[src/rtl/fp_div_seq.sv]
// Sequential IEEE 754 single-precision divider.
// The mantissa quotient is formed by restoring division at one bit per clock.
// Special operands skip the divider and go straight to the rounding stage.
module fp_div_seq (
    input  logic        clk,
    input  logic        rst,
    input  logic [31:0] a,
    input  logic [31:0] b,
    input  logic [2:0]  rnd,
    input  logic        start,
    output logic [31:0] z,
    output logic [7:0]  status,
    output logic        busy,
    output logic        done
);

    typedef enum logic [1:0] {
        S_IDLE = 2'd0,
        S_DIV  = 2'd1,
        S_RND  = 2'd2,
        S_DONE = 2'd3
    } state_t;

    state_t             state_r, state_s;
    logic [31:0]        a_r, b_r;
    logic [2:0]         rnd_r;
    logic [25:0]        rem_r, q_r;
    logic [4:0]         cnt_r;
    logic signed [9:0]  exp_base_r;
    logic [31:0]        z_r;
    logic [7:0]         status_r;
    logic               busy_r, done_r;

    logic               accept_s;
    logic [25:0]        divisor_s;
    logic [25:0]        diff_s;
    logic [31:0]        res_z_s;
    logic [7:0]         res_st_s;

    // Operands with a zero (denormal-flushed), infinite or NaN field bypass the divider.
    function automatic logic is_special(input logic [31:0] x, input logic [31:0] y);
        return (x[30:23] == 8'h00) || (x[30:23] == 8'hFF) ||
               (y[30:23] == 8'h00) || (y[30:23] == 8'hFF);
    endfunction

    // Result of a special-operand division: {status, z}.
    function automatic logic [39:0] special_result(input logic [31:0] x, input logic [31:0] y);
        logic xz, yz, xi, yi, xn, yn, sg;
        xz = (x[30:23] == 8'h00);
        yz = (y[30:23] == 8'h00);
        xi = (x[30:23] == 8'hFF) && (x[22:0] == 23'd0);
        yi = (y[30:23] == 8'hFF) && (y[22:0] == 23'd0);
        xn = (x[30:23] == 8'hFF) && (x[22:0] != 23'd0);
        yn = (y[30:23] == 8'hFF) && (y[22:0] != 23'd0);
        sg = x[31] ^ y[31];
        if (xn || yn || (xz && yz) || (xi && yi)) begin
            return {8'h04, 32'h7FC00000};
        end else if (yz || xi) begin
            return {8'h02, sg, 8'hFF, 23'd0};
        end else begin
            return {8'h01, sg, 31'd0};
        end
    endfunction

    // Rounding increment decision from mode, sign, lsb, guard and sticky.
    function automatic logic round_up(input logic [2:0] mode, input logic sg,
                                      input logic lsb, input logic g, input logic s);
        case (mode)
            3'd0:    return g & (s | lsb);
            3'd1:    return 1'b0;
            3'd2:    return ~sg & (g | s);
            3'd3:    return sg & (g | s);
            3'd4:    return g & (s | ~sg);
            3'd5:    return g | s;
            default: return g & (s | lsb);
        endcase
    endfunction

    assign accept_s  = (state_r == S_IDLE) && start;
    assign divisor_s = {2'b00, 1'b1, b_r[22:0]};
    assign diff_s    = rem_r - divisor_s;

    // Next-state logic for the IDLE -> DIV -> RND -> DONE sequence.
    always_comb begin
        state_s = state_r;
        case (state_r)
            S_IDLE: begin
                if (start) begin
                    state_s = is_special(a, b) ? S_RND : S_DIV;
                end else begin
                    state_s = S_IDLE;
                end
            end
            S_DIV: begin
                if (cnt_r == 5'd25) begin
                    state_s = S_RND;
                end else begin
                    state_s = S_DIV;
                end
            end
            S_RND:   state_s = S_DONE;
            S_DONE:  state_s = S_IDLE;
            default: state_s = S_IDLE;
        endcase
    end

    // State register.
    always_ff @(posedge clk or negedge rst) begin
        if (!rst) begin
            state_r <= S_IDLE;
        end else begin
            state_r <= state_s;
        end
    end

    // Operand capture and restoring division, one quotient bit per cycle.
    always_ff @(posedge clk or negedge rst) begin
        if (!rst) begin
            a_r        <= 32'd0;
            b_r        <= 32'd0;
            rnd_r      <= 3'd0;
            rem_r      <= 26'd0;
            q_r        <= 26'd0;
            cnt_r      <= 5'd0;
            exp_base_r <= 10'sd0;
        end else if (accept_s) begin
            a_r        <= a;
            b_r        <= b;
            rnd_r      <= (rnd > 3'd5) ? 3'd0 : rnd;
            rem_r      <= {2'b00, 1'b1, a[22:0]};
            q_r        <= 26'd0;
            cnt_r      <= 5'd0;
            exp_base_r <= $signed({2'b00, a[30:23]}) - $signed({2'b00, b[30:23]}) + 10'sd127;
        end else if (state_r == S_DIV) begin
            if (rem_r >= divisor_s) begin
                q_r   <= {q_r[24:0], 1'b1};
                rem_r <= {diff_s[24:0], 1'b0};
            end else begin
                q_r   <= {q_r[24:0], 1'b0};
                rem_r <= {rem_r[24:0], 1'b0};
            end
            cnt_r <= cnt_r + 5'd1;
        end else begin
            cnt_r <= cnt_r;
        end
    end

    // Normalize, round and range-check the quotient into the final word and flags.
    always_comb begin
        logic [23:0]       mant_v;
        logic              g_v, s_v, sg_v, up_v, to_inf_v, to_min_v;
        logic signed [9:0] exp_v;
        logic [24:0]       sum_v;
        logic [22:0]       frac_v;
        logic [39:0]       sp_v;
        res_z_s  = 32'd0;
        res_st_s = 8'd0;
        sg_v     = a_r[31] ^ b_r[31];
        sp_v     = special_result(a_r, b_r);
        if (q_r[25]) begin
            mant_v = q_r[25:2];
            g_v    = q_r[1];
            s_v    = q_r[0] | (rem_r != 26'd0);
            exp_v  = exp_base_r;
        end else begin
            mant_v = q_r[24:1];
            g_v    = q_r[0];
            s_v    = (rem_r != 26'd0);
            exp_v  = exp_base_r - 10'sd1;
        end
        up_v  = round_up(rnd_r, sg_v, mant_v[0], g_v, s_v);
        sum_v = {1'b0, mant_v} + {24'd0, up_v};
        if (sum_v[24]) begin
            frac_v = sum_v[23:1];
            exp_v  = exp_v + 10'sd1;
        end else begin
            frac_v = sum_v[22:0];
        end
        to_inf_v = (rnd_r == 3'd0) || (rnd_r == 3'd4) || (rnd_r == 3'd5) ||
                   ((rnd_r == 3'd2) && !sg_v) || ((rnd_r == 3'd3) && sg_v);
        to_min_v = (rnd_r == 3'd5) || ((rnd_r == 3'd2) && !sg_v) || ((rnd_r == 3'd3) && sg_v);
        if (is_special(a_r, b_r)) begin
            res_st_s = sp_v[39:32];
            res_z_s  = sp_v[31:0];
        end else if (exp_v > 10'sd254) begin
            res_st_s = to_inf_v ? 8'h32 : 8'h30;
            res_z_s  = to_inf_v ? {sg_v, 8'hFF, 23'd0} : {sg_v, 31'h7F7FFFFF};
        end else if (exp_v < 10'sd1) begin
            res_st_s = to_min_v ? 8'h28 : 8'h29;
            res_z_s  = to_min_v ? {sg_v, 31'h00800000} : {sg_v, 31'd0};
        end else begin
            res_st_s = {2'b00, (g_v | s_v), 5'd0};
            res_z_s  = {sg_v, exp_v[7:0], frac_v};
        end
    end

    // Registered outputs: result captured on leaving RND, busy/done follow the next state.
    always_ff @(posedge clk or negedge rst) begin
        if (!rst) begin
            z_r      <= 32'd0;
            status_r <= 8'd0;
            busy_r   <= 1'b0;
            done_r   <= 1'b0;
        end else begin
            if (state_r == S_RND) begin
                z_r      <= res_z_s;
                status_r <= res_st_s;
            end else begin
                z_r      <= z_r;
                status_r <= status_r;
            end
            busy_r <= (state_s == S_DIV) || (state_s == S_RND);
            done_r <= (state_s == S_DONE);
        end
    end

    assign z      = z_r;
    assign status = status_r;
    assign busy   = busy_r;
    assign done   = done_r;

endmodule
[config.mk]
export PLATFORM = sky130hd
export DESIGN_NAME = fp_div_seq
export DESIGN_NICKNAME = d
export VERILOG_FILES = /design/src/rtl/fp_div_seq.sv
export SDC_FILE = /design/constraint.sdc
export NUM_CORES = 1
export LEC_CHECK = 0
export ABC_AREA = 1
export CAP_MARGIN = 20
export CORE_MARGIN = 1.5
export CORE_UTILIZATION = 55
export DETAILED_ROUTE_END_ITERATION = 8
export GPL_ROUTABILITY_DRIVEN = 0
export GPL_TIMING_DRIVEN = 0
export PLACE_DENSITY_LB_ADDON = 0.05
export SLEW_MARGIN = 5
export SYNTH_ARGS = -nofsm -noshare
export SYNTH_HDL_FRONTEND = slang
export SYNTH_SLANG_ARGS = --single-unit
[constraint.sdc]
create_clock -name clk -period 4.85 [get_ports clk]
set_input_delay 0.485 -clock clk [delete_from_list [all_inputs] [get_ports clk]]
set_output_delay 0.485 -clock clk [all_outputs]
set_load 0.02 [all_outputs]
### Word-level counts from Yosys, hierarchy flattened

Cells that the tools add are included.

| word-level totals | value |
|---|---|
| register bits | 178 |

| cells by class | value |
|---|---|
| add/sub/neg operators | 7 |
| $lt $le $gt $ge | 4 |
| equality and inequality tests | 16 |
| muxes and demuxes | 32 |
| bitwise gates (word level) | 10 |
| reduce and logical (&&, ||, !) cells | 39 |

Operators by type and width:

| kind | number |
|---|---|
| $mux 26 | 5 |
| $mux 24 | 3 |
| $mux 31 | 2 |
| $logic_not 23->1 | 2 |
| $reduce_bool 23->1 | 2 |
| $mux 35 | 1 |
| $mux 34 | 1 |
| $eq 8x8->1 const B | 4 |
| $logic_not 8->1 | 4 |
| $mux 32 | 1 |
| $ge 26x24->1 | 1 |
| $reduce_bool 26->1 | 1 |
| $add 24x1->25 | 1 |
| $sub 25x24->25 | 1 |
| $mux 23 | 1 |
| $mux 10 | 2 |
| $logic_or 1x1->1 | 17 |
| $mux 6 | 2 |
| $add 10x2->10 const B | 1 |
| $add 9x8->10 const B | 1 |
| $gt 10x9->1 const B | 1 |
| $lt 10x2->1 const B | 1 |
| $mux 5 | 2 |
| $sub 10x2->10 const B | 1 |
| 24 further kinds | 50 |

### Depth between registers and ports, before layout

| logic depth | value |
|---|---|
| word-level depth | 12 |
| mapped depth | 27 |
| mapped depth without buffers | 23 |

### Worst setup path before layout

OpenSTA, ideal clock, no wires.

| timing path | value |
|---|---|
| kind | flip-flop to flip-flop |
| start | reg q_r[25] |
| end | reg z_r[10] (netlist: z[10]) |
| data arrival time | 3,363 ps |
| required time | 4,734 ps |
| setup slack | 1,371 ps |
| cell stages (with the launch flop) | 25 |
| path buffers | 6 |
| period minus slack after synthesis | 3,479 ps |
| path through | dfrtp_1 -> buf_6 -> buf_6 -> buf_6 -> buf_2 -> a2111oi_0 -> nand4_1 -> o21ai_0 -> o21ai_0 -> ha_1 -> ha_1 -> nand3_1 -> nor2_4 -> nand3_2 -> buf_6 -> nand2_2 -> nand2_1 -> nand2_1 -> nor2_1 -> nand3_2 -> nand2_4 -> buf_2 -> o21ai_0 -> nand2_1 -> nand2_1 |

| on the way | value |
|---|---|
| cells in the longest elaborated chain, start to end | 10 |

Ends and longest elaborated chain:

| element | line | source |
|---|---|---|
| start, declared | 27 | `logic [25:0] rem_r, q_r;` |
| start signal, assigned | 136 | `q_r <= {q_r[24:0], 1'b1};` |
| start signal, assigned | 139 | `q_r <= {q_r[24:0], 1'b0};` |
| $mux 1 / $mux 24 (equally long branches) | 160 | `if (q_r[25]) begin` |
| $or 1x1->1, on equally long branches | n/a |  |
| $and 1x1->1, on equally long branches | n/a |  |
| $pmux 1 s5 | 68 | `case (mode)` |
| $add 24x1->25 | 172 | `sum_v = {1'b0, mant_v} + {24'd0, up_v};` |
| $mux 10 | 173 | `if (sum_v[24]) begin` |
| $lt 10x2->1 | 188 | `end else if (exp_v < 10'sd1) begin` |
| $mux 31 | 188 |  |
| $mux 31 * | 185 | `end else if (exp_v > 10'sd254) begin` |
| $mux 32 * | 182 | `if (is_special(a_r, b_r)) begin` |
| end signal, assigned | 206 | `z_r <= res_z_s;` |
| end signal, assigned | 209 | `z_r <= z_r;` |
| end, declared | 30 | `logic [31:0] z_r;` |

Every way passes the cells marked *; elsewhere a longest branch is shown, timed or not.
A chain may end at the register's enable or synchronous reset.

### Final worst setup path

| timing path | value |
|---|---|
| start | reg q_r[25] |
| end | reg z_r[16] (netlist: z[16]) |

The elaborated chain is that of the path after synthesis.

==> flow_summary.rst <==
.. list-table::
   :header-rows: 1

   * - Metric
     - Value
   * - Largest net degree at the start of global routing
     - 105
   * - Clk network pwr share
     - 14.2%
   * - TritonCTS clock tree
     - built
   * - CP arrival
     - 4.61 ns
   * - IR drop worst, VDD
     - 0.471 mV
   * - Count of vias placed by the detailed router
     - 11,400
   * - Total power of the final layout
     - 9.79 mW
   * - Number of antenna diodes
     - 0
   * - Hold-critical path depth
     - 2
   * - Total Wirelength
     - 33,300 um
   * - Register bit count reported by yosys
     - 176
   * - Setup slack of the critical path after layout
     - 0.582 ns
   * - Internal power
     - 4.92 mW
   * - Relative contribution of sequential cells to total power
     - 26.8%
   * - Placement row count
     - 52
   * - Worst Setup Path Type
     - flop to flop
   * - Netlist area before placement
     - 11,400 um2
   * - Final Max Tran Viols
     - 0
   * - Final hold viol count
     - 0
   * - Hold worst-path end
     - z[16]
   * - Post-cts sizing count
     - 0
   * - Num CTS Buffers
     - 17
   * - Area delta synth->final
     - 18.3%
   * - Global-route wire length before repair
     - 53,700 um
   * - Total global-route track usage
     - 31.7%
   * - Adder and majority cell fraction of the synthesized area
     - 4.64%
   * - Met3 usage
     - 5.16%
   * - Area of the die
     - 21,500 um2
   * - Die H
     - 147 um
   * - Worst slew margin relative to its limit
     - 37.5%
   * - Clock input transition at the sequential cells of the worst setup and hold paths
     - 0.08 ns
   * - Buffers from clock root to sink, at most
     - 2
   * - Global-route track usage on met1
     - 37.6%
   * - Top cells by area in the synthesized netlist
     - sky130_fd_sc_hd__dfrtp_1 (39%), sky130_fd_sc_hd__nand2_1 (17%), sky130_fd_sc_hd__inv_1 (5.7%)
   * - Post-synthesis cell count
     - 1,599
   * - Final period util
     - 88.0%
   * - Top post-synthesis cells by count
     - sky130_fd_sc_hd__nand2_1 (511), sky130_fd_sc_hd__dfrtp_1 (176), sky130_fd_sc_hd__inv_1 (173)
   * - Aggregate negative setup slack
     - 0 ns
   * - Reg2Reg Launch Point
     - q_r[25]
   * - Number of enable-type register cells in the synthesized netlist
     - 0
   * - Average detailed-routed wire length per instance
     - 16.5 um
   * - Area taken by flip-flops and latches
     - 4400 um2
   * - R2R cell count
     - 23
   * - Run status
     - completed
   * - GRT Residual Overflow
     - 0
   * - Fill cell total of the finished layout
     - 1,781
   * - Layout cell share with drive strength beyond 1
     - 5.50%
   * - Final cell utilization of the core
     - 66.5%
   * - Buffers inserted during post-CTS setup optimization
     - 0
   * - Initial standard-cell utilization of the core
     - 56.2%
   * - Antenna violations before repair
     - 0
   * - Number of port buffers
     - 109
   * - Most frequent cell after synthesis
     - sky130_fd_sc_hd__nand2_1
   * - Sequential cell area fraction in the yosys report
     - 38.7%
   * - Top-Level Pins
     - 112
   * - Clock Tree Root
     - sky130_fd_sc_hd__clkbuf_16
   * - Relative contribution of combinational cells to total power
     - 59.0%
   * - Most frequently used flop master after synthesis
     - sky130_fd_sc_hd__dfrtp_1
   * - Pwr/cell area
     - 728 nW/um2
   * - Crit Path Max Fanout
     - 10
   * - Largest area contributor in the netlist
     - sky130_fd_sc_hd__dfrtp_1
   * - Worst slew pin tran
     - 0.930 ns
   * - Routing layer with the top usage in global route
     - met2
   * - Syn avg cell area
     - 7.11 um2
   * - Share of the synthesized area in the top cell type
     - 38.7%
   * - Simple-gate area share of the yosys netlist
     - 30.1%
   * - Register-to-register path setup slack
     - 0.58 ns
   * - RSZ-0062 raised after global routing
     - no
   * - Remaining design rule violation count
     - 0
   * - H-tree lvl count
     - 4
   * - Post-synthesis mux area share
     - 0.0880%
   * - Maximum clock frequency
     - 0.234 GHz
   * - Min Hold Slack
     - 0.482 ns
   * - Estimated wirelength of the detail-placed design
     - 25,500 um
   * - Worst clock skew
     - 0.0163 ns
   * - Leak
     - 6.53 nW
   * - Kind of start point of the critical path
     - flop
   * - Fin nets
     - 1,843
   * - Dominant combinational cell family by area after synthesis
     - simple AND/OR/NAND/NOR gates
   * - Drt pass-1 iters
     - 6
   * - Number of max-cap violations
     - 0
   * - Critical R2R Capture
     - z[16]
   * - CP Data Required Time
     - 5.19 ns
   * - Worst Hold Launch
     - z[16]
   * - Netlist cell types
     - 49
   * - Iter 0 DRT Violations
     - 833
   * - Overall die width
     - 147 um
   * - Antenna Violating Nets Remaining
     - 0
   * - Pre-CTS WS
     - 0.673 ns
   * - Count of endpoints failing setup in the final report
     - 0
   * - Via count of the first global-routing pass
     - 10,900
   * - Share of flip-flops with an asynchronous set or reset
     - 100%
   * - Post-detailed-route via-to-cell ratio
     - 5.63
   * - Synthesis Warnings
     - 0
   * - Final min period
     - 4.27 ns
   * - Synth Area in XOR/XNOR
     - 3.31%
   * - Net Sw Frac
     - 49.7%
   * - Clk Latency, worst-skew pair
     - 0.45 ns
   * - Share of the synthesized area in compound gates (AO/OA/AOI/OAI)
     - 14.1%
   * - Area of combinational cells with multiple inputs
     - 5950 um2
   * - Area of the core
     - 20,200 um2
   * - Class of the worst hold path
     - flop to flop
   * - GR met2 Demand/Resource
     - 55.8%
   * - Clock Sink Count
     - 176
   * - Setup crit end kind
     - flop
   * - Power spent charging and discharging nets
     - 4.86 mW
-- per-stage QoR --
| stage | instances | instance area [um2] |
|---|---|---|
| 6_report | 2015 | 13400 |
| 5_1_grt | 2015 | 13400 |
| 4_1_cts | 2015 | 13400 |
| 3_5_place_dp | 1982 | 12800 |
| 3_3_place_gp | 1979 | 12800 |
| 2_1_floorplan | 1600 | 11400 |
-- per-layer routing --
layer,wire [um],vias to the layer above
met3,1850,114
li1,-,5500
met2,16500,446
met1,13300,5290
met5,0,-
met4,1590,0
-- area by class of cell --
type / instances / share of cell area, %
plain buffers: 59 / 2.47
flip-flops and latches: 176 / 32.7
clock buffers: 17 / 3.16
well taps: 270 / 2.51
repair buffers: 113 / 8.49
inverters: 183 / 5.11
multi-input cells: 1182 / 44.2
clock inverters: 15 / 1.27
-- cells in the final DEF (no fill, tap or decap), types with 6 or more instances in the layout --
cell type                           n
sky130_fd_sc_hd__nand2_1          511
sky130_fd_sc_hd__o211ai_1          16
sky130_fd_sc_hd__buf_6             13
sky130_fd_sc_hd__xor2_1            32
sky130_fd_sc_hd__nand2_2           10
sky130_fd_sc_hd__nor4_1            27
sky130_fd_sc_hd__buf_2              6
sky130_fd_sc_hd__a31oi_1            6
sky130_fd_sc_hd__o22ai_1           29
sky130_fd_sc_hd__nor3_1            16
sky130_fd_sc_hd__nor2_2            10
sky130_fd_sc_hd__o21ai_0          122
sky130_fd_sc_hd__xnor2_1           11
sky130_fd_sc_hd__o21bai_1           7
sky130_fd_sc_hd__dfrtp_1          176
sky130_fd_sc_hd__ha_1              39
sky130_fd_sc_hd__inv_2              7
sky130_fd_sc_hd__nand3_1           67
sky130_fd_sc_hd__nand4_1           32
sky130_fd_sc_hd__inv_1            173
sky130_fd_sc_hd__clkdlybuf4s50_1  108
sky130_fd_sc_hd__a21oi_1           78
sky130_fd_sc_hd__clkbuf_1          36
sky130_fd_sc_hd__nor2_1           114
sky130_fd_sc_hd__clkbuf_16         17
sky130_fd_sc_hd__o21ai_1           11
-- registers in the layout, indices dropped and copies added (netlist names), 5 cells and up --
name        count
status          6
cnt_r           5
exp_base_r     10
b_r            32
z              32
a_r            32
q_r            26
rem_r          26
-- power groups by stage --
stage | Combinational, mW | Sequential [mW] | Clock, mW
finish | 5.77 | 2.62 | 1.39
floorplan | 3.98 | 2.63 | 0
global placement | 5.54 | 2.62 | 0
global route | 6.43 | 2.69 | 1.47
detailed placement | 5.65 | 2.63 | 0
CTS | 5.69 | 2.61 | 1.40
-- how the worst max path moves through the flow --
stage / cells after the start / end / from
2_1_floorplan: 24 / z[10] / q_r[25]
3_3_place_gp: 1 / b_r[16] / rst
3_5_place_dp: 24 / z[12] / q_r[25]
4_1_cts: 23 / z[16] / q_r[25]
5_1_grt: 24 / z[4] / q_r[25]
6_report: 23 / z[16] / q_r[25]
-- critical path, stage by stage, from the launching register on --
cell	delay (ns)
sky130_fd_sc_hd__dfrtp_1	0.37
sky130_fd_sc_hd__buf_6	0.14
sky130_fd_sc_hd__buf_6	0.14
sky130_fd_sc_hd__buf_6	0.15
sky130_fd_sc_hd__buf_2	0.21
sky130_fd_sc_hd__o21ai_0	0.34
sky130_fd_sc_hd__nand2_1	0.08
sky130_fd_sc_hd__o21ai_0	0.07
sky130_fd_sc_hd__o21ai_0	0.10
sky130_fd_sc_hd__o21ai_0	0.23
sky130_fd_sc_hd__ha_1	0.22
sky130_fd_sc_hd__ha_1	0.25
sky130_fd_sc_hd__nand4_1	0.23
sky130_fd_sc_hd__nor2_1	0.17
sky130_fd_sc_hd__nand3_1	0.19
sky130_fd_sc_hd__nor3_4	0.28
sky130_fd_sc_hd__nand4_1	0.14
sky130_fd_sc_hd__nand2_1	0.11
sky130_fd_sc_hd__inv_2	0.08
sky130_fd_sc_hd__nand2_2	0.14
sky130_fd_sc_hd__buf_2	0.23
sky130_fd_sc_hd__o21ai_0	0.15
sky130_fd_sc_hd__nand2_1	0.10
sky130_fd_sc_hd__nand2_1	0.05
-- what timing repair did --
item,CTS,global route
endpoints found under the setup margin,0,0
hold buffers,1,0
hold endpoints to repair,1,0
-- cell families (layout without fill, tap and decap cells) --
kind of cell,Yosys count,in the layout
simple gates,806,806
compound gates,289,289
buf+inv,242,387
flops,176,176
xor+xnor,43,43
fa+ha+maj,41,41
other cells,1,2
mux,1,1
(Power assumes the default switching activity.)
==> variant: new RTL, config.mk and constraints unchanged <==
Re-encode `state_t` (4 states) as Gray code, 2 bits wide.
--- a/src/rtl/fp_div_seq.sv
+++ b/src/rtl/fp_div_seq.sv
@@ -15,10 +15,10 @@
 );
 
     typedef enum logic [1:0] {
-        S_IDLE = 2'd0,
-        S_DIV  = 2'd1,
-        S_RND  = 2'd2,
-        S_DONE = 2'd3
+        S_IDLE = 2'b00,
+        S_DIV  = 2'b01,
+        S_RND  = 2'b11,
+        S_DONE = 2'b10
     } state_t;
 
     state_t             state_r, state_s;
Function: same outputs for any inputs over 10 cycles, from zero or initial values and one cycle with rst low; not proved beyond that.
==> variant against the original RTL <==
Global-route usage fell by 2.6 points. Total power is 1.2% higher. Sequential cell count fell by 1. Non-clock buffer count is 3 lower. Critical endpoint is now z[1]. Critical path type unchanged. Die area down 2.5%. First-iteration DRC count down 1.2%. Final area is 2.6% lower. Sequential share of layout area is 0.68 points higher. Synthesized area decreased by 2.6%. Routed wire length fell by 11%. Worst setup slack better by 0.011 ns.
==> variant: results <==
outcome:
  status: "finished clean"
clocking:
  cts_resized: 0
  cts-hold-fix-buffers: 0
routing:
  via_count: 10460
  routedWlPerCell_um: 15.71
  dr.first_iter.drc_count: 823
  firstDrtPassIters: 7
power:
  power.internal_mw: 5.116
  vdd_drop_max_v: 0.0004781
  power.share.clock: 0.135
  powerDensity_nw_per_um2: 756.3
  power.leakage_nw: 6.199
  comb_power_share: 0.599
synth:
  synth_fa_ha_area_frac: 0.04767
  netlist_top_cells_count: "387 x nand2_1, 175 x dfrtp_1, 171 x inv_1"
  muxShareOfSynthArea: 0.0009036
  synthXorXnorAreaFrac: 0.04179
  ys_seq_area_frac: 0.3953
  synthTopCellsByArea: "dfrtp_1 40%, nand2_1 13%, inv_1 5.8%, o21ai_0 4.8%, ha_1 4.4%"
  synth_compound_gate_area_share: 0.1527
  synthDistinctLibCells: 53
place:
  post-dp-hpwl_um: 22990
  dp.cells: 1855
  portBuffers: 109
  place_area_um2: 12540
final_layout:
  nonClockBufferCount: 169
  fillers: 1750
  final_nets: 1720
  seq_cell_count: 175
  register_area_um2: 4379
  buf_share: 0.1125
  multi_input_area_share: 0.4333
  drive_above_1_share: 0.06412
  clkCellAreaFrac: 0.04298
  n_all_inverters: 180
worst_setup_path:
  crit_path_end: "z[1]"
  reg2reg_depth: 24
  slowest_delay_ns: 0.44
  arrival_ns: 4.59
global_route:
  grt_pass1_wl_um: 49350
  grtUsageMet2: 0.4778
  grt_use_total: 0.2914
  grt_util_met1: 0.3874
  gr-usage-met3: 0.04277
  grt_max_degree: 102
timing:
  slew_headroom: 0.5192
  whs_ns: 0.01187
  skew_ns: 0.01042
min_path:
  hp-class: "in2async"
## variant: changes by cell type after synthesis, moves of 3 or more
| cell | unedited run | this run |
|---|---|---|
| nor2_2 | 10 | 7 |
| o21ai_0 | 122 | 106 |
| nand3_2 | 3 | 6 |
| nand2_1 | 511 | 387 |
| o21ai_2 | 0 | 10 |
| a21oi_1 | 78 | 43 |
| a31oi_1 | 6 | 23 |
| nor2_1 | 114 | 107 |
| o21ai_1 | 11 | 41 |
| nor3_1 | 16 | 12 |
| nand3_1 | 67 | 74 |
## variant: through the flow
| stage | worst slack, ns | power [mW] |
|---|---|---|
| after global routing | 0.2582 | 10.80 |
| after CTS | 0.5969 | 9.864 |
| after global placement | -3.855 | 8.373 |
| after floorplan | 1.453 | 6.884 |
| after detailed placement | 0.6044 | 8.494 |
| final | 0.5933 | 9.907 |
## variant: per-layer routing
metal	vias up	share of wire
li1	5167	-
met1	4879	0.44
met2	353	0.47
met3	61	0.057
met4	0	0.034
met5	-	0
